[src/rtl/lsu_pkg.sv]
// Shared types and decode helpers for the load/store unit.
// Holds funct3 encodings, FSM states and size/legality decode.
package lsu_pkg;

    localparam logic [2:0] LB  = 3'b000;
    localparam logic [2:0] LH  = 3'b001;
    localparam logic [2:0] LW  = 3'b010;
    localparam logic [2:0] LBU = 3'b100;
    localparam logic [2:0] LHU = 3'b101;
    localparam logic [2:0] SB  = 3'b000;
    localparam logic [2:0] SH  = 3'b001;
    localparam logic [2:0] SW  = 3'b010;

    typedef enum logic [1:0] {
        IDLE,
        FIRST,
        SECOND,
        RESP
    } lsu_state_e;

    function automatic logic [2:0] size_of(input logic [2:0] f3);
        case (f3)
            LB, LBU: return 3'd1;
            LH, LHU: return 3'd2;
            default: return 3'd4;
        endcase
    endfunction

    function automatic logic illegal(input logic we,
                                     input logic [2:0] f3);
        if (we)
            return !(f3 == SB || f3 == SH || f3 == SW);
        return !(f3 == LB || f3 == LH || f3 == LW ||
                 f3 == LBU || f3 == LHU);
    endfunction

endpackage

[src/rtl/lsu_if.sv]
// Request/response handshake bundle between execute and the LSU.
// master = execute side, slave = load/store unit.
interface lsu_if;

    logic        i_req_valid;
    logic        o_req_ready;
    logic        i_req_we;
    logic [2:0]  i_req_funct3;
    logic [31:0] i_req_addr;
    logic [31:0] i_req_wdata;
    logic        o_rsp_valid;
    logic [31:0] o_rsp_rdata;
    logic        o_rsp_err;

    modport master (
        output i_req_valid, i_req_we, i_req_funct3,
        output i_req_addr, i_req_wdata,
        input  o_req_ready, o_rsp_valid,
        input  o_rsp_rdata, o_rsp_err
    );

    modport slave (
        input  i_req_valid, i_req_we, i_req_funct3,
        input  i_req_addr, i_req_wdata,
        output o_req_ready, o_rsp_valid,
        output o_rsp_rdata, o_rsp_err
    );

endinterface

[src/rtl/lsu_align.sv]
// Combinational lane mask, store alignment and load extraction.
// Works on a 64-bit two-word window so split accesses need no special case.
module lsu_align
    import lsu_pkg::*;
(
    input  logic [1:0]  i_off,
    input  logic [2:0]  i_size,
    input  logic [2:0]  i_funct3,
    input  logic [31:0] i_wdata,
    input  logic [31:0] i_lo,
    input  logic [31:0] i_hi,
    output logic [7:0]  o_m8,
    output logic [63:0] o_d64,
    output logic [31:0] o_ldata
);

    logic [7:0]  w_lanes;
    logic [5:0]  w_sh;
    logic [31:0] w_v;

    always_comb begin
        w_lanes = 8'h0F;
        unique case (1'b1)
            (i_size == 3'd1): w_lanes = 8'h01;
            (i_size == 3'd2): w_lanes = 8'h03;
            default:          w_lanes = 8'h0F;
        endcase
    end

    assign w_sh  = {1'b0, i_off, 3'b000};
    assign o_m8  = w_lanes << i_off;
    assign o_d64 = {32'b0, i_wdata} << w_sh;
    assign w_v   = 32'({i_hi, i_lo} >> w_sh);

    always_comb begin
        o_ldata = '0;
        case (i_funct3)
            LB:      o_ldata = {{24{w_v[7]}}, w_v[7:0]};
            LH:      o_ldata = {{16{w_v[15]}}, w_v[15:0]};
            LW:      o_ldata = w_v;
            LBU:     o_ldata = {24'b0, w_v[7:0]};
            LHU:     o_ldata = {16'b0, w_v[15:0]};
            default: o_ldata = '0;
        endcase
    end

endmodule

[src/rtl/load_store_unit.sv]
// Load/store unit: one request at a time, split across two memory
// cycles when the access straddles a word boundary.
module load_store_unit
    import lsu_pkg::*;
#(
    parameter int MEM_AW = 9
) (
    input  logic              i_clk,
    input  logic              i_reset,
    lsu_if.slave              bus,
    output logic              o_mem_wren,
    output logic [3:0]        o_mem_bmask,
    output logic [MEM_AW-1:0] o_mem_addr,
    output logic [31:0]       o_mem_wdata,
    input  logic [31:0]       i_mem_rdata
);

    lsu_state_e          r_state;
    lsu_state_e          w_next;
    logic                r_we;
    logic [2:0]          r_f3;
    logic [MEM_AW+1:0]   r_addr;
    logic [31:0]         r_wdata;
    logic [31:0]         r_lo;
    logic [31:0]         r_hi;
    logic                r_err;

    logic                w_hs;
    logic [2:0]          w_in_size;
    logic                w_in_split;
    logic                w_req_err;
    logic [2:0]          w_size;
    logic [1:0]          w_off;
    logic [MEM_AW-1:0]   w_w0;
    logic                w_split;
    logic [7:0]          w_m8;
    logic [63:0]         w_d64;
    logic [31:0]         w_ldata;

    assign w_hs      = bus.i_req_valid & bus.o_req_ready;
    assign w_in_size = size_of(bus.i_req_funct3);
    assign w_in_split = ({2'b00, bus.i_req_addr[1:0]} +
                         {1'b0, w_in_size}) > 4'd4;

    // A split at the last word would touch a byte past the memory.
    assign w_req_err = illegal(bus.i_req_we, bus.i_req_funct3) |
                       (|bus.i_req_addr[31:MEM_AW+2]) |
                       (w_in_split & (&bus.i_req_addr[MEM_AW+1:2]));

    assign w_size  = size_of(r_f3);
    assign w_off   = r_addr[1:0];
    assign w_w0    = r_addr[MEM_AW+1:2];
    assign w_split = ({2'b00, w_off} + {1'b0, w_size}) > 4'd4;

    lsu_align u_align (
        .i_off    (w_off),
        .i_size   (w_size),
        .i_funct3 (r_f3),
        .i_wdata  (r_wdata),
        .i_lo     (r_lo),
        .i_hi     (r_hi),
        .o_m8     (w_m8),
        .o_d64    (w_d64),
        .o_ldata  (w_ldata)
    );

    always_ff @(posedge i_clk or negedge i_reset) begin
        if (!i_reset)
            r_state <= IDLE;
        else
            r_state <= w_next;
    end

    always_ff @(posedge i_clk or negedge i_reset) begin
        if (!i_reset) begin
            r_we    <= 1'b0;
            r_f3    <= '0;
            r_addr  <= '0;
            r_wdata <= '0;
            r_lo    <= '0;
            r_hi    <= '0;
            r_err   <= 1'b0;
        end else begin
            if (w_hs) begin
                r_we    <= bus.i_req_we;
                r_f3    <= bus.i_req_funct3;
                r_addr  <= bus.i_req_addr[MEM_AW+1:0];
                r_wdata <= bus.i_req_wdata;
                r_err   <= w_req_err;
                r_hi    <= '0;
            end
            if (r_state == FIRST)
                r_lo <= i_mem_rdata;
            if (r_state == SECOND)
                r_hi <= i_mem_rdata;
        end
    end

    always_comb begin
        w_next          = r_state;
        bus.o_req_ready = 1'b0;
        bus.o_rsp_valid = 1'b0;
        bus.o_rsp_rdata = '0;
        bus.o_rsp_err   = 1'b0;
        o_mem_wren      = 1'b0;
        o_mem_bmask     = '0;
        o_mem_addr      = '0;
        o_mem_wdata     = '0;
        case (r_state)
            IDLE: begin
                bus.o_req_ready = 1'b1;
                if (bus.i_req_valid)
                    w_next = w_req_err ? RESP : FIRST;
            end
            FIRST: begin
                o_mem_wren  = r_we;
                o_mem_bmask = w_m8[3:0];
                o_mem_addr  = w_w0;
                o_mem_wdata = w_d64[31:0];
                w_next      = w_split ? SECOND : RESP;
            end
            SECOND: begin
                o_mem_wren  = r_we;
                o_mem_bmask = w_m8[7:4];
                o_mem_addr  = w_w0 + MEM_AW'(1);
                o_mem_wdata = w_d64[63:32];
                w_next      = RESP;
            end
            RESP: begin
                bus.o_rsp_valid = 1'b1;
                bus.o_rsp_err   = r_err;
                bus.o_rsp_rdata = (r_err | r_we) ? '0 : w_ldata;
                w_next          = IDLE;
            end
            default: w_next = IDLE;
        endcase
    end

endmodule

[src/flat_wrapper.sv]
// flat-port wrapper written by rule: the top's interface ports become plain ports
module load_store_unit_flat import lsu_pkg::*;
#(
    parameter int MEM_AW = 9
)
  (i_clk, i_reset, o_mem_wren, o_mem_bmask, o_mem_addr, o_mem_wdata, i_mem_rdata, bus_i_req_valid, bus_i_req_we, bus_i_req_funct3, bus_i_req_addr, bus_i_req_wdata, bus_o_req_ready, bus_o_rsp_valid, bus_o_rsp_rdata, bus_o_rsp_err);
  lsu_if bus_i ();
  input  logic i_clk;
  input  logic i_reset;
  output logic o_mem_wren;
  output logic [3:0] o_mem_bmask;
  output logic [MEM_AW-1:0] o_mem_addr;
  output logic [31:0] o_mem_wdata;
  input  logic [31:0] i_mem_rdata;
  input wire logic [$bits(bus_i.i_req_valid)-1:0] bus_i_req_valid;
  input wire logic [$bits(bus_i.i_req_we)-1:0] bus_i_req_we;
  input wire logic [$bits(bus_i.i_req_funct3)-1:0] bus_i_req_funct3;
  input wire logic [$bits(bus_i.i_req_addr)-1:0] bus_i_req_addr;
  input wire logic [$bits(bus_i.i_req_wdata)-1:0] bus_i_req_wdata;
  output wire logic [$bits(bus_i.o_req_ready)-1:0] bus_o_req_ready;
  output wire logic [$bits(bus_i.o_rsp_valid)-1:0] bus_o_rsp_valid;
  output wire logic [$bits(bus_i.o_rsp_rdata)-1:0] bus_o_rsp_rdata;
  output wire logic [$bits(bus_i.o_rsp_err)-1:0] bus_o_rsp_err;
  assign bus_i.i_req_valid = bus_i_req_valid;
  assign bus_i.i_req_we = bus_i_req_we;
  assign bus_i.i_req_funct3 = bus_i_req_funct3;
  assign bus_i.i_req_addr = bus_i_req_addr;
  assign bus_i.i_req_wdata = bus_i_req_wdata;
  assign bus_o_req_ready = bus_i.o_req_ready;
  assign bus_o_rsp_valid = bus_i.o_rsp_valid;
  assign bus_o_rsp_rdata = bus_i.o_rsp_rdata;
  assign bus_o_rsp_err = bus_i.o_rsp_err;
  load_store_unit #(.MEM_AW(MEM_AW)) u_core (.i_clk(i_clk), .i_reset(i_reset), .bus(bus_i), .o_mem_wren(o_mem_wren), .o_mem_bmask(o_mem_bmask), .o_mem_addr(o_mem_addr), .o_mem_wdata(o_mem_wdata), .i_mem_rdata(i_mem_rdata));
endmodule
[config.mk]
export PLATFORM = sky130hd
export DESIGN_NAME = load_store_unit_flat
export DESIGN_NICKNAME = d
export VERILOG_FILES = /design/src/rtl/lsu_pkg.sv /design/src/rtl/lsu_if.sv /design/src/rtl/lsu_align.sv /design/src/rtl/load_store_unit.sv /design/src/flat_wrapper.sv
export SDC_FILE = /design/constraint.sdc
export NUM_CORES = 1
export LEC_CHECK = 0
export ABC_AREA = 1
export ABC_CLOCK_PERIOD_IN_PS = 2150
export CORE_MARGIN = 2
export CORE_UTILIZATION = 31
export DETAILED_ROUTE_END_ITERATION = 10
export GPL_TIMING_DRIVEN = 0
export PLACE_DENSITY_LB_ADDON = 0.25
export SLEW_MARGIN = 0
export SYNTH_ARGS = -nofsm -noshare
export SYNTH_HDL_FRONTEND = slang
export SYNTH_SLANG_ARGS = --single-unit
[constraint.sdc]
create_clock -name i_clk -period 2.15 [get_ports i_clk]
set_input_delay 0.43 -clock i_clk [delete_from_list [all_inputs] [get_ports i_clk]]
set_output_delay 0.43 -clock i_clk [all_outputs]
set_load 0.01 [all_outputs]
==> metrics.md <==
| Metric | Value |
|---|---|
| Run status | finished, violations left |
| Violated checks | setup timing |
| HPWL Detailed | 19.8 mm |
| Setup repair after global routing missed its margin | yes |
| CTS tree | built |
| Max Clk Rate | 409 MHz |
| Drt pass-1 iters | 5 |
| CTS Buffer Depth | 2 |
| GRT Resource Usage Total | 0.243 |
| CTS root buf | clkbuf_16 |
| Post-Syn Area per Cell | 6.68 sq um |
| Combinational family with the most area after synthesis | simple AND/OR/NAND/NOR gates |
| Number of top-level design ports | about 180 |
| Final instance area | 11,900 sq um |
| Number of synthesized register bits | ~110 |
| Clock slew seen by the registers of the worst setup and hold paths | 0.08 ns |
| Net total in the final layout | 1,447 |
| Startpoint type of the worst setup path | register |
| Slew HR | 0.510 |
| Wire length of the first global-routing pass | 45.1 mm |
| Multi-input gate area | between 4000 and 5000 sq um |
| Synth Area in Simple Gates | 0.316 |
| Total number of placement rows | 55 |
| Share of power burned in combinational logic | 0.708 |
| Number of H-tree branching levels | 3 |
| Post-synthesis async set-or-reset flop share | 1.00 |
| Routability congestion estimate from global placement | roughly 0.92 |
| Util after Layout | 0.530 |
| Routed wirelength normalized by instance count | around 20 microns |
| P_leak | 5.64 nW |
| Number of enable flip-flop cells after synthesis | 0 |
| GRT Max-Usage Layer | met2 |
| Number of routed nets with antenna violations | 0 |
| Via count of the first global-routing pass | 8,227 |
| PD cells | 1690 nW/um^2 |
| Post-layout power | 20.1 mW |
| Final Hold Vio Count | 0 |
| Antenna fix cells | 0 |
| Final WS setup | -0.297 ns |
| Fraction of layout cells with a size suffix above 1 | 0.369 |
| Cells after Synth | between 1k and 1.5k |
| Sinks on Clock Net | around 110 |
| Sequential cell area | 2660 sq um |
| Share of total power in the clock network | 0.104 |
| Synth warnings | 0 |
| Transition time at the pin with the least slew margin | about 0.74 ns |
| Number of vias per cell after detailed routing | between 5 and 6 |
| Element type at the critical path end | output pin |
| Full die area | 23,900 sq um |
| Sequential area share after synthesis | 0.378 |
| Number of port buffers | around 180 |
| Clock skew after layout | 0.00691 ns |
| Hold Crit Class | input pin to asynchronous set/reset pin |
| DRC violations left | 0 |
| Cts-stage hold buffer count | 0 |
| Mapped Area | 7030 sq um |
| Standard cell area after detailed placement | 9240 sq um |
| Die Ht | 155 microns |
| Num CTS Buffers | 9 |
| Minimum setup slack after placement | -0.611 ns |
| Overflow after GRT | 0 |
| Filler instances | 2,036 |
| Synth Net Count | around 1.2k |
| Most common flop cell mapped by yosys | dfrtp_1 |
| Power share of the sequential group | 0.188 |
| Via count | 8,598 |
| Core area | 22,400 sq um |
| Layout overhead on the synthesized area | 69.3% |
| Leading cell types by total area after synthesis | dfrtp_1, nand2_1, o21ai_0 |
| Critical setup path kind | register to output pin |
| Share of the synthesized area in the top cell type | 0.378 |
| Synth Area in Compound Gates | 0.160 |
| Multiplexer share of the synthesized area | 0.0153 |
| Overall die width | between 150 and 200 microns |
| Endpoints failing setup | 79 |
| Pin count of the biggest net entering global routing | 56 |
| Switching share of power | 0.490 |
| Internal power consumption | around 10 mW |
| Aggregate negative setup slack | -14.08 ns |
| Effective utilization at floorplan | 0.313 |
| Final period demand of the worst path | 2.45 ns |
| Pins over their slew limit | 0 |
| Largest vdd supply drop | 0.000762 V |
| Worst-path fanout max | 7 |
| Adder-cell share of the synthesized area | 0.0253 |
| Number of antenna violations at the first check in global routing | 0 |
| Starting DRT DRC Count | slightly below 1k |
| Latest clock arrival within the worst-skew pair | 0.37 ns |
| Data required time at the worst endpoint | 1.72 ns |
| Part of the cycle the worst path needs | 1.14 |
| Number of library cell types mapped by synthesis | 38 |
| GR Util met1 | 0.320 |
| Met3 layer usage reported by global route | 0.0415 |
| Number of max-cap violations | 0 |
| Met2 track demand over resource | 0.396 |
| Top cell type by total area after synthesis | dfrtp_1 |
| Crit path arrival time | 2.02 ns |
| Total net switching power | 9.84 mW |
| Fraction of synthesized cell area in xor and xnor cells | 0 |
| Wirelength, routed | 31.7 mm |
==> routing by layer <==
metal / up-vias / part of all wire
met5: - / 0
met4: 0 / 0.044
met3: 127 / 0.10
met2: 544 / 0.47
met1: 4006 / 0.38
li1: 3921 / -
==> synth_stat cells (all sizes together), types with 2 or more instances <==
cell type and instances:
nand2 433, o21ai 117, dfrtp 106, inv 104, a21oi 57, nor2 52
nand3 47, buf 40, clkbuf 18, o22ai 15, a31oi 13, ha 11
or2 10, o211ai 7, mux2 6, mux2i 4, nor3 4, fa 2
==> flip-flops by register name, indices dropped and copies added, names as in the netlist <==
register / cells
u_core.r_we: 1
u_core.r_hi: 24
u_core.r_f3: 3
u_core.r_lo: 32
u_core.r_addr: 11
u_core.r_wdata: 32
u_core.r_err: 1
u_core.r_state: 2
==> layout by cell type (no fill, tap or decap), types with 18 or more instances in the layout <==
master / synthesis / layout
o21ai_0: 92 / 68
o21ai_1: 25 / 20
clkdlybuf4s50_1: 0 / 100
buf_4: 10 / 52
buf_12: 0 / 23
nand3_2: 2 / 21
nand3_1: 45 / 18
nor2_1: 46 / 34
buf_2: 19 / 65
buf_6: 9 / 41
inv_1: 97 / 78
nand2_1: 430 / 357
nand2_2: 3 / 59
a21oi_2: 0 / 32
o21ai_2: 0 / 20
dfrtp_1: 106 / 101
==> what timing repair did <==
action	CTS	global route
setup endpoints to repair	81	81
gates resized for setup	569	237
cloned	7	9
buffers inserted	45	30
pin swaps	54	99
==> cell type report <==
| cell class | count | area share |
|---|---|---|
| repair inverters | 2 | 0.00126 |
| clock buffers | 10 | 0.0192 |
| inverters | 105 | 0.0400 |
| clock inverters | 6 | 0.0116 |
| repair buffers | 267 | 0.211 |
| plain buffers | 56 | 0.0548 |
| multi-input cells | 784 | 0.408 |
| well taps | 285 | 0.0300 |
| flip-flops and latches | 106 | 0.223 |
==> worst max-delay path, cell delays in order (launching register included) <==
cell and delay [ns]:
dfrtp_2 0.46, buf_12 0.18, buf_12 0.16, buf_12 0.15
nor2_4 0.17, a31oi_1 0.13, a21oi_2 0.22, buf_2 0.17
==> cells by family (layout without fill, tap and decap cells) <==
group	Yosys count	after routing
buf+inv	163	446
flops	106	106
simple gates	547	549
mux	10	10
fa+ha+maj	13	13
compound gates	212	212
==> stage by stage <==
step / cells / hold slack [ns]
floorplan: 1051 / 0.134
global placement: 1519 / 0.485
detailed placement: 1520 / 0.493
CTS: 1588 / 0.142
global route: 1621 / 0.171
finish: 1621 / 0.106
==> power by group through the flow <==
stage,Clock [mW],Combinational [mW],Sequential [mW]
2_1_floorplan,0,5.39,3.42
3_3_place_gp,0,8.44,3.63
3_5_place_dp,0,8.52,3.65
4_1_cts,2.10,11.2,3.67
5_1_grt,2.16,15.1,3.86
6_report,2.09,14.2,3.78
==> worst paths after layout <==
kind / start / end / slack [ns] / cells after the start
setup / recovery: u_core.r_addr[0]$_DFFE_PN0P_ / o_mem_wdata[16] / -0.30 / 7
setup reg to reg: u_core.r_f3[1]$_DFFE_PN0P_ / u_core.r_state[0]$_DFFE_PN0P_ / -0.07 / 11
max in group asynchronous: i_reset / u_core.r_f3[0]$_DFFE_PN0P_ / 1.30 / 2
min in group i_clk: bus_i_req_funct3[0] / u_core.r_f3[0]$_DFFE_PN0P_ / 0.41 / 3
hold reg to reg: u_core.r_lo[2]$_DFFE_PN0P_ / u_core.r_lo[2]$_DFFE_PN0P_ / 0.51 / 1
hold / removal: i_reset / u_core.r_wdata[17]$_DFFE_PN0P_ / 0.11 / 1
No activity file was read; power rests on OpenSTA's default activity.
